### src/rtl/frame_ram_arbiter.sv
// Two-port Wishbone arbiter for a shared byte-wide frame RAM: CPU port A and LED-matrix pixel reader port B.
// Round-robin grant from IDLE, classic and incrementing bursts, forced release after MAX_BURST beats when contended.
module frame_ram_arbiter #(
  parameter int                       ADDRESS_WIDTH = 16,
  parameter int                       DATA_WIDTH    = 8,
  parameter int                       DATA_BYTES    = 1,
  parameter logic [ADDRESS_WIDTH-1:0] BASE_ADDRESS  = 16'h1000,
  parameter int                       RAM_DEPTH     = 512,
  parameter int                       MAX_BURST     = 8
) (
  input  logic                     clk_i,
  input  logic                     rst_i,
  input  logic [ADDRESS_WIDTH-1:0] a_adr_i,
  input  logic [DATA_WIDTH-1:0]    a_dat_i,
  output logic [DATA_WIDTH-1:0]    a_dat_o,
  input  logic                     a_we_i,
  input  logic [DATA_BYTES-1:0]    a_sel_i,
  input  logic                     a_stb_i,
  input  logic                     a_cyc_i,
  output logic                     a_ack_o,
  input  logic [2:0]               a_cti_i,
  input  logic [ADDRESS_WIDTH-1:0] b_adr_i,
  input  logic [DATA_WIDTH-1:0]    b_dat_i,
  output logic [DATA_WIDTH-1:0]    b_dat_o,
  input  logic                     b_we_i,
  input  logic [DATA_BYTES-1:0]    b_sel_i,
  input  logic                     b_stb_i,
  input  logic                     b_cyc_i,
  output logic                     b_ack_o,
  input  logic [2:0]               b_cti_i
);

  localparam int IDX_W = $clog2(RAM_DEPTH);
  localparam int CNT_W = $clog2(MAX_BURST + 1);
  localparam int AW1   = ADDRESS_WIDTH + 1;

  // Window bounds carry one extra bit so BASE_ADDRESS+RAM_DEPTH cannot wrap.
  localparam logic [AW1-1:0]   WIN_LO      = {1'b0, BASE_ADDRESS};
  localparam logic [AW1-1:0]   WIN_HI      = WIN_LO + AW1'(RAM_DEPTH);
  localparam logic [CNT_W-1:0] CNT_MAX     = CNT_W'(MAX_BURST);
  localparam logic [2:0]       CTI_CLASSIC = 3'b000;
  localparam logic [2:0]       CTI_END     = 3'b111;

  typedef enum logic [1:0] {
    IDLE    = 2'd0,
    GRANT_A = 2'd1,
    GRANT_B = 2'd2
  } state_t;

  function automatic logic in_window(input logic [ADDRESS_WIDTH-1:0] adr);
    return ({1'b0, adr} >= WIN_LO) && ({1'b0, adr} < WIN_HI);
  endfunction

  function automatic logic [IDX_W-1:0] ram_index(input logic [ADDRESS_WIDTH-1:0] adr);
    return IDX_W'(adr - BASE_ADDRESS);
  endfunction

  state_t                state, next_state;
  logic                  last_grant_b;
  logic [CNT_W-1:0]      beat_cnt, cnt_next;
  logic                  a_req, b_req;
  logic                  acc_a, acc_b, access, sel_b;
  logic [IDX_W-1:0]      ram_idx;
  logic                  ram_we;
  logic [DATA_WIDTH-1:0] ram_wdat;
  logic [DATA_WIDTH-1:0] ram_q;
  logic [DATA_WIDTH-1:0] mem [RAM_DEPTH];

  assign a_req = a_cyc_i & a_stb_i & in_window(a_adr_i);
  assign b_req = b_cyc_i & b_stb_i & in_window(b_adr_i);

  always_ff @(posedge clk_i) begin
    if (rst_i) begin
      state        <= IDLE;
      last_grant_b <= 1'b1;
      beat_cnt     <= '0;
    end else begin
      state <= next_state;
      if (state != IDLE && next_state == IDLE) last_grant_b <= (state == GRANT_B);
      // Held at zero while idle, so every grant starts counting from zero.
      beat_cnt <= (state == IDLE) ? '0 : cnt_next;
    end
  end

  always_comb begin
    cnt_next = beat_cnt;
    if (access && beat_cnt != CNT_MAX) cnt_next = beat_cnt + CNT_W'(1);
  end

  // NOTE: every always_comb output gets a default first so no path can infer a latch.
  always_comb begin
    next_state = state;
    case (state)
      IDLE: begin
        if (a_req && b_req) next_state = last_grant_b ? GRANT_A : GRANT_B;
        else if (a_req)     next_state = GRANT_A;
        else if (b_req)     next_state = GRANT_B;
      end
      GRANT_A: begin
        if (!a_cyc_i || (acc_a && a_cti_i == CTI_END) || (cnt_next == CNT_MAX && b_req))
          next_state = IDLE;
      end
      GRANT_B: begin
        if (!b_cyc_i || (acc_b && b_cti_i == CTI_END) || (cnt_next == CNT_MAX && a_req))
          next_state = IDLE;
      end
      default: next_state = IDLE;
    endcase
  end

  // A classic master still holds stb during its ack cycle; that cycle must not start a second access.
  always_comb begin
    acc_a = 1'b0;
    acc_b = 1'b0;
    case (state)
      GRANT_A: acc_a = a_req && !(a_ack_o && a_cti_i == CTI_CLASSIC);
      GRANT_B: acc_b = b_req && !(b_ack_o && b_cti_i == CTI_CLASSIC);
      default: ;
    endcase
  end

  assign access   = acc_a | acc_b;
  assign sel_b    = (state == GRANT_B);
  assign ram_idx  = sel_b ? ram_index(b_adr_i) : ram_index(a_adr_i);
  assign ram_we   = sel_b ? (b_we_i & b_sel_i[0]) : (a_we_i & a_sel_i[0]);
  assign ram_wdat = sel_b ? b_dat_i : a_dat_i;

  // NOTE: the array and its read register have no reset, so frame contents survive rst_i and map onto block RAM.
  always_ff @(posedge clk_i) begin
    if (access) begin
      if (ram_we) begin
        mem[ram_idx] <= ram_wdat;
        ram_q        <= ram_wdat;
      end else begin
        ram_q <= mem[ram_idx];
      end
    end
  end

  always_ff @(posedge clk_i) begin
    if (rst_i) begin
      a_ack_o <= 1'b0;
      b_ack_o <= 1'b0;
    end else begin
      a_ack_o <= acc_a;
      b_ack_o <= acc_b;
    end
  end

  // Read data is only visible to the port being acked; the other port sees zero.
  assign a_dat_o = a_ack_o ? ram_q : '0;
  assign b_dat_o = b_ack_o ? ram_q : '0;

endmodule

### config.mk
export PLATFORM = sky130hd
export DESIGN_NAME = frame_ram_arbiter
export DESIGN_NICKNAME = d
export VERILOG_FILES = /design/src/rtl/frame_ram_arbiter.sv
export SDC_FILE = /design/constraint.sdc
export NUM_CORES = 2
export LEC_CHECK = 0
export ABC_AREA = 0
export CORE_UTILIZATION = 24
export CTS_BUF_LIST = sky130_fd_sc_hd__clkbuf_16
export CTS_CLUSTER_SIZE = 28
export DETAILED_ROUTE_END_ITERATION = 10
export HOLD_SLACK_MARGIN = 0.15
export SLEW_MARGIN = 20
export SYNTH_ARGS = -nofsm -noshare
export SYNTH_HDL_FRONTEND = slang
export SYNTH_SLANG_ARGS = --single-unit
### constraint.sdc
create_clock -name clk_i -period 9.46 [get_ports clk_i]
set_clock_uncertainty 0.05 [all_clocks]
set_input_delay 1.419 -clock clk_i [delete_from_list [all_inputs] [get_ports clk_i]]
set_output_delay 1.419 -clock clk_i [all_outputs]
set_load 0.005 [all_outputs]
# Yosys cells after proc, flatten, opt, wreduce, memory -nomap -nowiden
# Memories as Yosys holds them, arrays and structs flattened. A register that Yosys moved wholly into a read port is not among the register bits.
# Index checks and enable logic that the tools add are counted.
[totals]
register_bits = 9
out_inout_bits = 18
ram_bits = 4096
in_bits = 64
memories = 1
wordCells = 71
[mem_list]
columns = ["memory", "depth", "word_bits", "read_ports", "rd_clocked_by_memory_dff", "write_ports", "line_no", "source"]
rows = [
  ["mem", 512, 8, 1, 1, 1, "67", "logic [DATA_WIDTH-1:0] mem [RAM_DEPTH];"],
]
[classes]
magnitude_cmp = 4
n_mux = 18
add_sub_neg = 3
n_eq_ne = 6
bitwise = 7
reduce_logical = 27
[op_table]
columns = ["operator", "count"]
rows = [
  ["greater-or-equal comparator 16 x 13 -> 1 bit, second input constant", 2],
  ["< comparator 16 x 13 -> 1 bit, second input constant", 2],
  ["two-way mux 8 bit", 3],
  ["subtractor 9 x 1 -> 9 bit, second input constant", 2],
  ["logical AND 1 bit", 13],
  ["two-way mux 2 bit", 6],
  ["two-way mux 9 bit", 1],
  ["AND 1 bit", 6],
  ["equality test 3 bit, second input constant", 2],
  ["zero test 3 bit", 2],
  ["two-way mux 1 bit", 6],
  ["one-hot mux 2 bit (3 select lines)", 1],
  ["adder 4 x 1 -> 4 bit, second input constant", 1],
  ["equality test 4 bit, second input constant", 1],
  ["zero test 1 bit", 4],
  ["zero test 2 bit", 2],
  ["logical OR 1 bit", 4],
  ["two-way mux 4 bit", 1],
  ["!= test 4 bit, second input constant", 1],
  ["equality test 2 x 1 -> 1 bit, second input constant", 1],
  ["equality test 2 bit, second input constant", 1],
  ["nonzero test 2 bit", 1],
  ["OR reduction 2 bit", 1],
  ["bitwise OR 1 bit", 1],
]

# Longest topological paths before layout
[depth]
depth_word = 15
mapped_depth = 15
ltp_nobuf = 9

# Worst setup path after synthesis
# OpenSTA, ideal clock, no wires.
[synth_timing]
path_type = "input to register"
startpoint = "input port b_dat_i[4]"
endpoint = "memory mem[0][4] (data pin)"
setup_time_ns = 1.449
path_buffers = 0
cell_stages = 2
path_slack_ns = 0.395
required_ns = 7.961
arrival_time_ns = 7.566
path_cell_list = "nand2_1 > nand2_1"
[synth_between]
elab_chain_len = 1
[synth_lines]
columns = ["element", "line_no", "source"]
rows = [
  ["from (decl)", "23", "input logic [DATA_WIDTH-1:0] b_dat_i,"],
  ["two-way mux 8 bit", "126", "assign ram_wdat = sel_b ? b_dat_i : a_dat_i;"],
  ["via ram_wdat[4]", "65", "logic [DATA_WIDTH-1:0] ram_wdat;"],
  ["to (decl)", "67", ""],
]
# The timed path passes the listed nets, and every way through them passes these cells.

# Worst setup path in the final report
[layout_timing]
startpoint = "input port a_adr_i[1]"
endpoint = "register ram_q[1], read port of mem (data pin)"
[layout_between]
elab_chain_len = 6
elab_cells_between_ends = 9
cone_classes = "add/sub (1); order compare (2); mux (2); bitwise (2); reduce/logical (2)"
[layout_lines]
columns = ["element", "line_no", "source"]
rows = [
  ["from (decl)", "13", "input logic [ADDRESS_WIDTH-1:0] a_adr_i,"],
  ["greater-or-equal comparator 16 x 13 -> 1 bit / < comparator 16 x 13 -> 1 bit (equally long branches)", "51", "return ({1'b0, adr} >= WIN_LO) && ({1'b0, adr} < WIN_HI);"],
  ["logical AND 1 bit", "51", ""],
  ["AND 1 bit", "69", "assign a_req = a_cyc_i & a_stb_i & in_window(a_adr_i);"],
  ["logical AND 1 bit", "116", "GRANT_A: acc_a = a_req && !(a_ack_o && a_cti_i == CTI_CLASSIC);"],
  ["two-way mux 1 bit", "115", "case (state)"],
  ["bitwise OR 1 bit", "122", "assign access = acc_a | acc_b;"],
  ["to (decl)", "66", "logic [DATA_WIDTH-1:0] ram_q;"],
]
# Parallel ways exist; a longest one is shown, timed or not.
# A chain may end at the register's enable or synchronous reset.

==> metrics.yaml <==
status: "finished, final reports clean"
timing_worst_slew_pin_value_ns: 1.26
slowest_delay_ns: 0.87
path_clk_slew_ns: 0.06
cpMaxStageDelayCell: "nor4_1"
largest_buffer_count_on_any_clock_path: 4
post_route_cells_drive_above_1_share: 0.0969
grt_remaining_overflow: 0
synth.top_cells.by_area: "edfxtp_1, a22oi_1, a22o_1, a221oi_1, a21oi_1"
die_h_um: 801
setup-violations-final: 0
fin_crit_sh: 0.622
min_period_ns: 5.89
placementRows: 293
detailroute.via_count: 87100
power-per-cell-area_nw_per_um2: 212
final-max-slew-violation-count: 0
avgRoutedWirePerCell_um: 24.8
first_pass_iters: 6
power.switching_fraction: 0.217
p_sw_uw: 8140
power_frac_clock: 0.419
depth_of_the_worst_hold_timing_path: 2
worst_slew_margin_relative_to_its_limit: 0.150
maxCapViolations: 0
crit_arrival_ns: 6.54
worst_ep_required_time_ns: 10.11
netlist_instances: 8754
cts-buffers-inserted: 400
min_path_type: "flip-flop to flip-flop"
asyncSetResetFlopFracSynth: 0
place.gp.congestion: 0.840
post_synth_edffs: 4104
drt_drc_violations_left: 0
place.port_buffers: 81
drt-vias-per-instance: 4.97
synth_top_flop_cell: "edfxtp_1"
cp-end-kind: "flip-flop"
cts_post_setup_buffers_inserted: 0
setup_repair_after_global_routing_missed_its_margin: "false"
post_synthesis_cell_area_um2: 153000
ioPinCount: 82
die_area_um2: 641000
dp.final_hpwl_um: 249000
syn2layout_area_growth_pct: 15.6
initial_cell_density_of_the_core: 0.241
postRouteAntennaNets: 0
static-leakage-power_uw: 0.0520
netlist-cell-type-count: 68
synth-warning-count: 0
peakVddDrop_mv: 0.161
die_width_um: 801
fillerInstances: 62500
worst_setup_path_start_kind: "input port"
top_cell_type_by_total_area_after_synthesis: "edfxtp_1"
clkSinkCount: 4113
placed_cells_incl_taps: 16800
totalPowerFinal_uw: 37500
cts.hold.buffers_added: 0
internal-power_uw: 29400
routed_wl_um: 435000
comb_power_share: 0.047
critical_path_maximum_fanout: 38
fin_nets: 8833
grt_max_degree: 218
grt_pass1_vias: 84900
clock-root-buffer: "clkbuf_16"
ys_ff_latch: 4113
synth.most_common_cell: "edfxtp_1"
htree_num_levels: 5
totalNegativeSetupSlack_ns: 0
critPathMostFrequentCell: "buf_4"
fin_hold_ws_ns: 0.488
worstPathCellList: "clkdlybuf4s50_1, inv_1, a31o_4, buf_4, buf_4, buf_4, a22oi_1, a21oi_1, nor4_1, o22ai_1, or4_1, nor3_1, a31oi_1"
yosys_top_cell_area_share: 0.805
setup.reg_to_reg.worst_slack_ns: 3.62
ctsResizeCount: 0
initialDrtViolationCount: 11600
synth_commonest_cells: "edfxtp_1, a22oi_1, a22o_1, a221oi_1, nor2_1"
finalHoldViolCount: 0
avgSynthCellArea_um2: 17.5
worst-r2r-cell-count: 13
peak_freq_ghz: 0.170
p_seq_frac: 0.534
synth_seq_area_share: 0.806
syn_nets: 8820
cts_tree: "yes"
core_region_area_um2: 636000
initial_antenna_violation_count: 24
setup.worst_path.class: "input port to flip-flop"
clk-insertion-delay-late_ns: 1.00
global_route_wire_length_before_repair_um: 623000
finish.utilization: 0.278
finalNonFillerCells: 17500
grt_usage: 0.129
==> registers in the layout, summed over array words and instances (netlist names) <==
| signal | cells |
|---|---|
| mem | 4096 |
| beat_cnt | 4 |
| a_ack_o | 1 |
| state | 2 |
| ram_q | 8 |
| b_ack_o | 1 |
| last_grant_b | 1 |
==> final timing paths <==
path | startpoint | to
worst max-delay path | a_adr_i[1] | ram_q[1]$_DFFE_PP_
worst min-delay path | beat_cnt[1]$_SDFF_PP0_ | beat_cnt[1]$_SDFF_PP0_
worst max register to register | state[1]$_SDFF_PP0_ | ram_q[1]$_DFFE_PP_
worst min register to register | beat_cnt[1]$_SDFF_PP0_ | beat_cnt[1]$_SDFF_PP0_
==> per-layer routing <==
layer	share of wire	wire (um)	vias to the layer above	track usage
li1	-	-	36800	-
met1	0.41	177000	44900	0.178
met2	0.45	196000	4639	0.197
met3	0.10	45000	774	0.0303
met4	0.039	17200	4	0.0473
met5	0.000069	30	-	0
==> cells by family (layout without fill, tap and decap cells) <==
group                    count (synthesis)  after routing  share of synthesized area
buffers and inverters                  707           1055                     0.0207
XOR/XNOR                                 4              4                   0.000229
other                                    0              8                          0
flip-flops                            4113           4113                      0.806
AO/OA/AOI/OAI                         3123           3123                      0.150
multiplexers                             3              3                   0.000221
AND/OR/NAND/NOR                        802            802                     0.0228
adder cells (fa/ha/maj)                  2              2                   0.000163
==> critical path, delay by kind of cell <==
| family | cells | cell delay [ns] |
|---|---|---|
| AO/OA/AOI/OAI | 5 | 1.56 |
| buffers and inverters | 5 | 1.73 |
| AND/OR/NAND/NOR | 3 | 1.77 |
==> stage by stage <==
step	cell area, um^2	setup slack (ns)
4_1_cts	177000	3.78
2_1_floorplan	153000	0.395
3_3_place_gp	164000	2.67
5_1_grt	177000	3.60
3_5_place_dp	164000	2.78
6_report	177000	3.57
==> cell type report <==
class	count	area, um^2	share of cell area
sequential	4113	123000	0.697
antenna	8	20.0	0.000113
clock buffer	405	10100	0.0572
multi-input combinational	3934	27000	0.153
clock inverter	332	2750	0.0155
timing repair buffer	308	3190	0.0180
inverter	10	37.5	0.000212
tap	8407	10500	0.0594
==> power by group through the flow <==
stage               combinational (uW)  sequential, uW  clock, uW
global placement                  1710           20400          0
global route                      1830           20000      16600
CTS                               1730           20000      15900
finish                            1750           20000      15700
floorplan                          951           20600          0
detailed placement                1730           20400          0
==> cell usage in the layout (no fill, tap or decap), types with 10 or more instances in the layout <==
cell type,count
o21ai_0,144
a21oi_1,496
bufinv_16,40
clkinv_2,79
o41ai_1,34
nor4_1,77
nand2_4,16
nor4_2,17
a221oi_1,557
buf_12,51
nor2_1,533
a22o_1,567
buf_4,174
nand3_1,12
clkinv_1,108
a41oi_1,13
inv_6,14
and2_1,17
edfxtp_1,4104
clkinvlp_4,10
inv_1,69
o22ai_1,315
a22oi_1,921
a31oi_1,26
clkbuf_16,405
nand2_1,60
clkdlybuf4s50_1,81
(Power assumes the default switching activity.)
